### config.mk
export PLATFORM = sky130hd
export DESIGN_NAME = inst_axi_bridge
export DESIGN_NICKNAME = d
export VERILOG_FILES = /design/src/rtl/inst_axi_bridge_pkg.sv /design/src/rtl/inst_axi_bridge.sv
export SDC_FILE = /design/constraint.sdc
export NUM_CORES = 1
export LEC_CHECK = 0
export CAP_MARGIN = 20
export CORE_AREA = 2 2 82 84
export CTS_CLUSTER_DIAMETER = 80
export DETAILED_ROUTE_END_ITERATION = 8
export DIE_AREA = 0 0 84 86
export PLACE_DENSITY = 0.84
export SLEW_MARGIN = 20
export SYNTH_ARGS = -nofsm -noshare
export SYNTH_HDL_FRONTEND = slang
export SYNTH_SLANG_ARGS = --single-unit
### constraint.sdc
create_clock -name clk -period 2.7 [get_ports clk]
set_input_delay 0.54 -clock clk [delete_from_list [all_inputs] [get_ports clk]]
set_output_delay 0.54 -clock clk [all_outputs]
set_load 0.02 [all_outputs]
### src/rtl/inst_axi_bridge_pkg.sv
// Shared AXI encodings for the instruction-fetch AXI read bridge.
package inst_axi_bridge_pkg;

    localparam logic [2:0] SIZE_4B    = 3'b010;
    localparam logic [1:0] BURST_INCR = 2'b01;
    localparam logic [1:0] RESP_OKAY  = 2'b00;

endpackage

### src/rtl/inst_axi_bridge.sv
// Converts the IF-stage SRAM-like fetch interface into single-beat AXI reads,
// with one AR holding register and a bounded count of outstanding reads.
module inst_axi_bridge
    import inst_axi_bridge_pkg::*;
#(
    parameter logic [3:0]  ARID      = 4'h0,
    parameter int unsigned MAX_OUTST = 2
) (
    input  logic        clk,
    input  logic        reset,

    input  logic        inst_sram_req,
    input  logic        inst_sram_wr,
    input  logic [1:0]  inst_sram_size,
    input  logic [3:0]  inst_sram_wstrb,
    input  logic [31:0] inst_sram_addr,
    input  logic [31:0] inst_sram_wdata,
    output logic        inst_sram_addr_ok,
    output logic        inst_sram_data_ok,
    output logic [31:0] inst_sram_rdata,

    output logic [3:0]  arid,
    output logic [31:0] araddr,
    output logic [7:0]  arlen,
    output logic [2:0]  arsize,
    output logic [1:0]  arburst,
    output logic [1:0]  arlock,
    output logic [3:0]  arcache,
    output logic [2:0]  arprot,
    output logic        arvalid,
    input  logic        arready,

    input  logic [3:0]  rid,
    input  logic [31:0] rdata,
    input  logic [1:0]  rresp,
    input  logic        rlast,
    input  logic        rvalid,
    output logic        rready,

    output logic        resp_err
);

    localparam logic [1:0] CNT_MAX = 2'(MAX_OUTST);

    logic        ar_busy;
    logic [31:0] ar_addr;
    logic [1:0]  cnt;
    logic        addr_ok;
    logic        data_ok;
    logic        ar_hs;

    // Handshake outputs are forced low while reset is held, so nothing leaks
    // out during the cycle in which the synchronous reset takes effect.
    assign addr_ok = !reset && inst_sram_req && !ar_busy && (cnt < CNT_MAX);
    assign rready  = !reset && (cnt != 2'd0);
    assign data_ok = rvalid && rready;
    assign ar_hs   = arvalid && arready;

    assign inst_sram_addr_ok = addr_ok;
    assign inst_sram_data_ok = data_ok;
    assign inst_sram_rdata   = rdata;
    assign resp_err          = data_ok && (rresp != RESP_OKAY);

    assign arvalid = ar_busy && !reset;
    assign araddr  = ar_addr;
    assign arid    = ARID;
    assign arlen   = 8'd0;
    assign arsize  = SIZE_4B;
    assign arburst = BURST_INCR;
    assign arlock  = 2'b00;
    assign arcache = 4'b0000;
    assign arprot  = 3'b000;

    always_ff @(posedge clk) begin
        if (reset) begin
            ar_busy <= 1'b0;
            ar_addr <= 32'd0;
        end else if (addr_ok) begin
            ar_busy <= 1'b1;
            ar_addr <= inst_sram_addr;
        end else if (ar_hs) begin
            ar_busy <= 1'b0;
        end
    end

    // Accept and return in the same cycle leave the count untouched.
    always_ff @(posedge clk) begin
        if (reset) begin
            cnt <= 2'd0;
        end else begin
            case ({addr_ok, data_ok})
                2'b10:   cnt <= cnt + 2'd1;
                2'b01:   cnt <= cnt - 2'd1;
                default: cnt <= cnt;
            endcase
        end
    end

    rid_match: assert property (@(posedge clk) disable iff (reset)
        data_ok |-> (rid == ARID));

    logic unused_inputs;
    assign unused_inputs = ^{inst_sram_wr, inst_sram_size, inst_sram_wstrb,
                             inst_sram_wdata, rlast, rid};

endmodule

==> results of run 1 <==
report_power, final:
| part | switching, mW | internal (mW) |
|---|---|---|
| clock | 0.187 | 0.299 |
| combinational | 0.173 | 0.176 |
| sequential | 0.0233 | 0.558 |
| total | 0.383 | 1.03 |
cell families (layout without fill, tap and decap cells):
group / Yosys count / in the layout
buffers and inverters: 68 / 88
adders and majority gates: 1 / 1
AOI/OAI and AO/OA: 4 / 4
xor gates and xnor gates: 2 / 2
other: 2 / 26
and+or+nand+nor: 41 / 41
DFF: 35 / 35
muxes: 32 / 32
final timing paths:
kind / end / slack (ns) / cells past startpoint
max: resp_err / 0.20 / 4
min: araddr[21] / 0.49 / 2
max reg2reg: cnt[1] / 1.08 / 6
min reg2reg: araddr[21] / 0.49 / 2
registers in the layout (all words and copies together), names as in the netlist:
name,flops
araddr,32
ar_busy,1
cnt,2
cells in the mapped netlist:
master,count
a21oi_1,2
xnor2_1,1
buf_12,3
nor2b_1,1
nand2b_1,1
nor2_1,36
clkbuf_1,3
buf_2,1
mux2i_1,32
buf_4,58
conb_1,2
and2_1,1
nor3b_2,1
buf_6,1
xor2_1,1
ha_1,1
o211a_1,1
dfxtp_1,35
inv_1,2
or3_1,1
o21ai_0,1
per-stage QoR:
step | power [mW] | worst slack (ns) | util | hold slack [ns]
2_1_floorplan | 0.9038 | 0.6377 | - | 0.4827
4_1_cts | 1.444 | 0.1807 | 0.3739 | 0.4991
3_3_place_gp | 0.9372 | 0.1993 | 0.3552 | 0.4715
6_report | 1.415 | 0.2013 | 0.3739 | 0.4931
5_1_grt | 1.492 | 0.1191 | 0.3739 | 0.5307
3_5_place_dp | 0.9452 | 0.1801 | 0.3552 | 0.4820
worst max-delay path: stages:
cell	delay (ns)
clkdlybuf4s50_1	0.45
nor2_1	0.19
o211a_1	0.17
clkdlybuf4s50_1	0.60
layer usage:
| layer | vias to the layer above | part of all wire |
|---|---|---|
| met3 | 8 | 0.11 |
| met1 | 552 | 0.37 |
| met4 | 0 | 0.013 |
| met2 | 66 | 0.51 |
| li1 | 589 | - |
| met5 | - | 0 |
cell type report:
cell class	count	area [sq um]	area share
tap	77	96.34	0.04104
sequential	35	700.7	0.2985
timing repair buffer	78	773.2	0.3294
clock buffer	6	82.58	0.03518
multi-input combinational	106	651.9	0.2777
clock inverter	2	35.03	0.01493
inverter	2	7.507	0.003198
==> impl_metrics.csv, run 1 <==
group,metric,value,unit
finish,drive_gt1_frac,0.05240,
finish,area_delta_synth_final,31.37,%
routing,drtAntennaViolNets,0,
placement,io_buffers,75,
die,fp.dieW,84,microns
finish,layout.nets,344,
routing,route.detailed.drc,0,
die,core_area,0.006277,sq mm
power_and_ir_drop,p_per_area,603.0,mW/mm^2
clock_network,cts_buffer_depth,2,
grt,gr-usage-met3,0.03946,
hold_path,hold_path_class,"register to register",
clock_network,clkTransAtPathRegs,0.07,ns
setup_path,critical_path_required,2.16,ns
setup_path,r2r-start,"cnt[1]",
grt,grt_max_degree,34,
timing,final_hold_viol_count,0,
synth,synth_area_leader_cell,"dfxtp_1",
setup_path,path_class,"input port to primary output",
timing,worstMarginPinSlew,0.5408,ns
grt,grt_first_pass_wirelength,5313,microns
finish,final_common_cell,"clkdlybuf4s50_1",
placement,globalplace.congestion,0.6479,
setup_path,crit_arrival,1.96,ns
clock_network,htree_num_levels,2,
timing,fin_setup_tns,0,ns
power_and_ir_drop,ir_drop,0.2533,mV
finish,diodes,0,
run_status,status,"finished, final reports clean",
timing,finalMaxSlewViolations,0,
routing,via_per_inst,3.971,
synth,synth_cell_types,21,
synth,yosys_warnings,0,
power_and_ir_drop,power.leakage,0.9990,nW
clock_network,postCtsResizedCells,0,
hold_path,worstHoldStart,"araddr[21]",
synth,yosys.area_share.adder,0.007003,
synth,synth-simple-area-share,0.09664,
clock_network,post_cts_buffers,0,
synth,synthXorXnorAreaFrac,0.009804,
finish,final_cell_mix,"clkdlybuf4s50_1 (75), nor2_1 (36), dfxtp_1 (35)",
synth,yosysTopAreaCellShare,0.3922,
die,fp.dieH,86,microns
grt,busiest_layer,"met2",
finish,fin_area,0.002347,sq mm
synth,syn_area,0.001787,sq mm
synth,avgSynthCellArea,9.658,sq um
timing,finalSetupViolCount,0,
synth,synthTopCellsByArea,"dfxtp_1 (39%), buf_4 (24%), mux2i_1 (18%)",
clock_network,cts-root-buf,"clkbuf_8",
synth,muxShareOfSynthArea,0.1793,
routing,dr_total_vias,1215,
grt,groute.layer.met2.usage,0.1665,
setup_path,path_max_fanout,4,
clock_network,clk_latency,0.28,ns
synth,seq_area_frac_synth,0.3922,
die,row_count,29,
die,io-pin-count,210,
synth,syn_inst,185,
clock_network,cts_tree,"done",
grt,antenna_found_initial,0,
run,drv_cap,0,
grt,grt_usage,0.09172,
clock_network,cts.hold.buffers_added,0,
routing,drt-pass1-iter-count,3,
timing,fin_crit_sh,0.9254,
finish,nFillCells,641,
timing,fin_skew,0.008245,ns
routing,wirelength,3390,microns
routing,drt-initial-drc-count,29,
routing,wire_per_inst,11.08,microns
setup_path,cp-startpoint,"reset",
grt,gr-total-overflow,0,
clock_network,cts_buffers,5,
setup_path,start_kind,"input port",
finish,layout.cells.non_filler,306,
placement,hpwl,2548,microns
timing,rsz0062_at_grt,"false",
die,die_area,0.007224,sq mm
synth,synth-compound-area-share,0.01401,
die,start_util,0.2846,
clock_network,cts.sinks,35,
placement,placement.cell_area,0.002230,sq mm
synth,ys_ff_latch,35,
timing,fmax,0.4002,GHz
timing,slew_headroom,0.6394,
synth,synth_top_family_by_area,"buffers and inverters",
grt,met1_usage,0.09234,
grt,grt_pass1_vias,1207,
setup_path,endpoint_kind,"primary output",
placement,dp.cells,298,
timing,fin_crit,2.499,ns
Note: power is estimated with default switching activity, not from simulation.
==> run 2: changes to the inputs <==
--- a/config.mk
+++ b/config.mk
@@ -10,6 +10,7 @@
 export CTS_CLUSTER_DIAMETER = 80
 export DETAILED_ROUTE_END_ITERATION = 8
 export DIE_AREA = 0 0 84 86
+export GPL_TIMING_DRIVEN = 0
 export PLACE_DENSITY = 0.84
 export SLEW_MARGIN = 20
 export SYNTH_ARGS = -nofsm -noshare
==> run 2 against run 1 <==
Sequential power hardly changed. Count of clock-buffer cells in the layout unchanged. Largest power group unchanged. Worst setup slack worse by 0.14 ns. Largest cell class unchanged. Clock skew is 0.0054 ns lower. Critical endpoint is now inst_sram_addr_ok.
==> impl_metrics.csv, run 2 (synthesis results as in run 1) <==
group,metric,value,unit
run_status,status,"finished, final reports clean",
timing,fmax,0.3792,GHz
clock_network,cts.hold.buffers_added,0,
die,core_area,0.006277,sq mm
clock_network,clk_latency,0.28,ns
finish,final_common_cell,"clkdlybuf4s50_1",
grt,grt_first_pass_wirelength,6962,microns
hold_path,worstHoldStart,"araddr[29]",
routing,drt-initial-drc-count,21,
grt,antenna_found_initial,0,
die,die_area,0.007224,sq mm
setup_path,start_kind,"input port",
placement,hpwl,3555,microns
power_and_ir_drop,pwr-share-comb,0.327,
clock_network,cts_tree,"done",
clock_network,cts_buffers,5,
routing,via_per_inst,3.885,
finish,utilization,0.5039,
finish,layout.cells.non_filler,401,
power_and_ir_drop,swShare,0.2768,
clock_network,cts-root-buf,"clkbuf_8",
power_and_ir_drop,p_sw,437.8,uW
setup_path,r2r-start,"cnt[1]",
timing,fin_skew,0.002867,ns
finish,largest_reg_flops,32,
routing,drt-pass1-iter-count,2,
finish,area_delta_synth_final,77.03,%
timing,whs,0.4954,ns
routing,dr_total_vias,1558,
timing,final_hold_viol_count,0,
clock_network,cts.sinks,35,
die,fp.dieH,86,microns
grt,gr-total-overflow,0,
setup_path,r2r_cells,6,
hold_path,hold_path_class,"register to register",
timing,finalSetupViolCount,0,
power_and_ir_drop,p_per_area,500.1,mW/mm^2
grt,grt_pass1_vias,1608,
clock_network,htree_num_levels,2,
placement,io_buffers,107,
finish,final_cell_mix,"clkdlybuf4s50_1 (107), buf_4 (58), nor2_1 (36)",
die,fp.dieW,84,microns
grt,grt_usage,0.1179,
power_and_ir_drop,power.leakage,1.446,nW
setup_path,path_class,"input port to primary output",
die,start_util,0.2846,
power_and_ir_drop,ir_drop,0.3531,mV
die,row_count,29,
routing,route.detailed.drc,0,
setup_path,crit_arrival,2.10,ns
timing,rsz0062_at_grt,"false",
power_and_ir_drop,seqPwrFrac,0.367,
routing,wire_per_inst,10.64,microns
routing,drtAntennaViolNets,0,
clock_network,clkTransAtPathRegs,0.07,ns
timing,fin_crit,2.637,ns
placement,globalplace.congestion,0.6673,
placement,dp.cells,393,
setup_path,endpoint_kind,"primary output",
power_and_ir_drop,p_int,1.144,mW
finish,diodes,0,
die,io-pin-count,210,
setup_path,cp-startpoint,"inst_sram_req",
power_and_ir_drop,clockPowerShare,0.306,
finish,layout.nets,439,
setup_path,r2r-end,"cnt[1]",
run,drv_cap,0,
setup_path,path_max_fanout,7,
timing,finalMaxSlewViolations,0,
timing,fin_crit_sh,0.9768,
setup_path,ff2ff_setup_slack,0.95,ns
setup_path,crit_path_end,"inst_sram_addr_ok",
routing,wirelength,4266,microns
setup_path,critical_path_required,2.16,ns
finish,drive_gt1_frac,0.2253,
grt,grt_max_degree,12,
clock_network,cts_buffer_depth,2,
[run 2: changes by cell type in the layout (fill, tap and decap cells not counted)]
cell / previous run / this run
buf_6: 0 / 1
buf_12: 0 / 3
nor3b_4: 1 / 0
nor3b_2: 0 / 1
clkdlybuf4s50_1: 75 / 107
buf_4: 3 / 58
clkbuf_2: 0 / 1
clkbuf_1: 0 / 2
buf_2: 0 / 1
[run 2: per-layer routing]
layer | GRT usage | up-vias | share of wire
li1 | - | 779 | -
met1 | 0.1197 | 681 | 0.35
met2 | 0.2189 | 93 | 0.53
met3 | 0.05197 | 5 | 0.11
met4 | 0.03519 | 0 | 0.0077
met5 | 0 | - | 0
[run 2: worst min path at each step]
stage | endpoint | slack, ns | cells past startpoint
floorplan | cnt[1] | 0.48 | 2
global placement | araddr[22] | 0.47 | 2
detailed placement | araddr[9] | 0.48 | 2
CTS | araddr[24] | 0.50 | 2
global route | araddr[21] | 0.52 | 2
finish | araddr[29] | 0.50 | 2
[run 2: power by group through the flow]
| stage | Sequential [mW] | Combinational (mW) | Clock [mW] |
|---|---|---|---|
| 2_1_floorplan | 0.635 | 0.269 | 0 |
| 3_3_place_gp | 0.590 | 0.513 | 0 |
| 3_5_place_dp | 0.592 | 0.520 | 0 |
| 4_1_cts | 0.580 | 0.522 | 0.507 |
| 5_1_grt | 0.586 | 0.553 | 0.526 |
| 6_report | 0.580 | 0.517 | 0.484 |
[run 2: timing repair]
action                                  4_1_cts  5_1_grt
gates resized for setup                       1        0
buffers inserted                              0        0
endpoints found under the setup margin        1        0
[run 2: area by class of cell]
cell class              count  area (sq um)
plain buffers              66         524.3
clock buffers               6         82.58
clock inverters             2         35.03
fillers                   596          3114
inverters                   2         7.507
multi-input cells         106         645.6
flip-flops and latches     35         700.7
well taps                  77         96.34
repair buffers            107          1071
[run 2: critical path, cell delays in order]
cell and delay [ns]:
clkdlybuf4s50_1 0.44, nor3b_2 0.16, buf_6 0.19, nand2b_1 0.09
inv_1 0.06, clkdlybuf4s50_1 0.61
[run 2: through the flow]
stage | setup slack (ns) | power (mW) | setup TNS, ns | instance area, sq um
finish | 0.06266 | 1.582 | 0 | 3163
global route | 0.01550 | 1.664 | 0 | 3163
CTS | 0.04607 | 1.610 | 0 | 3163
detailed placement | -0.02624 | 1.112 | -0.02624 | 3044
global placement | -0.009607 | 1.103 | -0.009607 | 3044
floorplan | 0.6377 | 0.9038 | 0 | 1877
==> run 3: changes to the inputs <==
--- a/config.mk
+++ b/config.mk
@@ -6,12 +6,11 @@
 export NUM_CORES = 1
 export LEC_CHECK = 0
 export CAP_MARGIN = 20
-export CORE_AREA = 2 2 82 84
+export CORE_UTILIZATION = 27
 export CTS_CLUSTER_DIAMETER = 80
 export DETAILED_ROUTE_END_ITERATION = 8
-export DIE_AREA = 0 0 84 86
 export GPL_TIMING_DRIVEN = 0
-export PLACE_DENSITY = 0.84
+export PLACE_DENSITY = 0.81
 export SLEW_MARGIN = 20
 export SYNTH_ARGS = -nofsm -noshare
 export SYNTH_HDL_FRONTEND = slang
==> constraint.sdc (replaced) <==
create_clock -name clk -period 2.8 [get_ports clk]
set_input_delay 0.56 -clock clk [delete_from_list [all_inputs] [get_ports clk]]
set_output_delay 0.56 -clock clk [all_outputs]
set_load 0.02 [all_outputs]
==> run 3 against run 2 <==
Final area fell by 0.55%. Via count barely moved. Hold slack got worse by 0.0038 ns. Largest cell class unchanged. Largest power group unchanged.
==> impl_metrics.csv, run 3 (synthesis results as in run 1) <==
group,metric,value,unit
run_status,status,"finished, final reports clean",
power_and_ir_drop,p_per_area,462.3,mW/mm^2
setup_path,critical_path_required,2.24,ns
setup_path,endpoint_kind,"primary output",
grt,grt_first_pass_wirelength,6817,microns
power_and_ir_drop,power.leakage,1.436,nW
grt,gr-total-overflow,0,
finish,largest_reg_flops,32,
die,fp.dieH,83.35,microns
grt,antenna_found_initial,0,
finish,final_cell_mix,"clkdlybuf4s50_1 (107), buf_4 (58), nor2_1 (36)",
setup_path,path_class,"input port to primary output",
setup_path,path_max_fanout,7,
power_and_ir_drop,power,1.454,mW
clock_network,cts_buffers,5,
placement,placement.cell_area,0.003044,sq mm
power_and_ir_drop,ir_drop,0.2671,mV
power_and_ir_drop,p_int,1.040,mW
grt,grt_usage,0.1238,
finish,diodes,0,
routing,wirelength,4318,microns
clock_network,cts-root-buf,"clkbuf_8",
clock_network,clkTransAtPathRegs,0.06,ns
die,io-pin-count,210,
placement,hpwl,3564,microns
clock_network,cts_tree,"done",
power_and_ir_drop,seqPwrFrac,0.385,
timing,fin_setup_tns,0,ns
clock_network,cts_buffer_depth,2,
hold_path,hold_path_class,"register to register",
routing,route.detailed.drc,0,
routing,drtAntennaViolNets,0,
timing,rsz0062_at_grt,"false",
routing,drt-pass1-iter-count,4,
grt,met1_usage,0.1281,
die,die_area,0.006946,sq mm
clock_network,clk_latency,0.28,ns
routing,drt-initial-drc-count,23,
die,start_util,0.2798,
power_and_ir_drop,swShare,0.2850,
power_and_ir_drop,clockPowerShare,0.271,
placement,io_buffers,107,
power_and_ir_drop,pwr-share-comb,0.344,
routing,wire_per_inst,10.77,microns
clock_network,cts.sinks,35,
grt,grt_max_degree,11,
timing,fin_crit_sh,0.9567,
grt,gr-usage-met3,0.05765,
die,core_area,0.006386,sq mm
die,fp.dieW,83.35,microns
placement,dp.cells,393,
timing,final_hold_viol_count,0,
finish,layout.nets,439,
clock_network,htree_num_levels,2,
finish,layout.cells.non_filler,401,
die,row_count,29,
timing,fin_skew,0.004640,ns
timing,finalMaxSlewViolations,0,
grt,busiest_layer,"met2",
run,drv_cap,0,
timing,finalSetupViolCount,0,
timing,fmax,0.3733,GHz
clock_network,post_cts_buffers,0,
grt,grt_pass1_vias,1480,
placement,globalplace.congestion,0.6704,
setup_path,start_kind,"input port",
timing,fin_crit,2.679,ns
finish,fin_area,0.003146,sq mm
finish,drive_gt1_frac,0.2222,
finish,utilization,0.4926,
setup_path,crit_arrival,2.12,ns
finish,final_common_cell,"clkdlybuf4s50_1",
grt,groute.layer.met2.usage,0.2273,
clock_network,cts.hold.buffers_added,0,
routing,dr_total_vias,1559,
routing,via_per_inst,3.888,
power_and_ir_drop,p_sw,414.4,uW
finish,area_delta_synth_final,76.05,%
==> run 3: what timing repair did <==
action                                  CTS  global route
resized for setup                         0             2
endpoints found under the setup margin    0             1
hold endpoints to repair                  0             0
==> run 3: worst paths after layout <==
check	from	end	slack, ns	cells after the start
worst max-delay path	inst_sram_req	inst_sram_addr_ok	0.12	6
worst min-delay path	araddr[1]	araddr[1]	0.49	2
worst max register to register	cnt[1]	cnt[1]	1.05	6
worst min register to register	araddr[1]	araddr[1]	0.49	2
==> run 3: per-layer routing <==
layer | part of all wire | vias to the layer above
met4 | 0.0097 | 0
met2 | 0.54 | 91
met5 | 0 | -
met3 | 0.093 | 4
li1 | - | 780
met1 | 0.36 | 684
==> run 3: area by class of cell <==
| type | count | area, sq um |
|---|---|---|
| Buffer | 66 | 524.3 |
| Clock buffer | 8 | 100.1 |
| Fill cell | 621 | 3241 |
| Inverter | 2 | 7.507 |
| Multi-Input combinational cell | 106 | 645.6 |
| Sequential cell | 35 | 700.7 |
| Tap cell | 77 | 96.34 |
| Timing Repair Buffer | 107 | 1071 |
==> run 3: metrics by stage <==
stage / hold WS, ns / setup WS (ns)
after floorplan: 0.4827 / 0.7177
after global placement: 0.4710 / 0.06953
after detailed placement: 0.4851 / 0.07194
after CTS: 0.5019 / 0.07430
after global routing: 0.5286 / 0.03092
final: 0.4916 / 0.1212
==> run 3: worst max-delay path: stages <==
cell             delay, ns
clkdlybuf4s50_1       0.45
nor3b_2               0.17
buf_6                 0.19
nand2b_1              0.09
inv_1                 0.05
clkdlybuf4s50_1       0.60
==> run 3: power groups by stage <==
stage,Sequential (mW),Combinational (mW),Clock (mW)
final,0.560,0.500,0.394
after global routing,0.565,0.531,0.455
after CTS,0.560,0.503,0.411
after detailed placement,0.571,0.501,0
after global placement,0.569,0.494,0
after floorplan,0.612,0.259,0
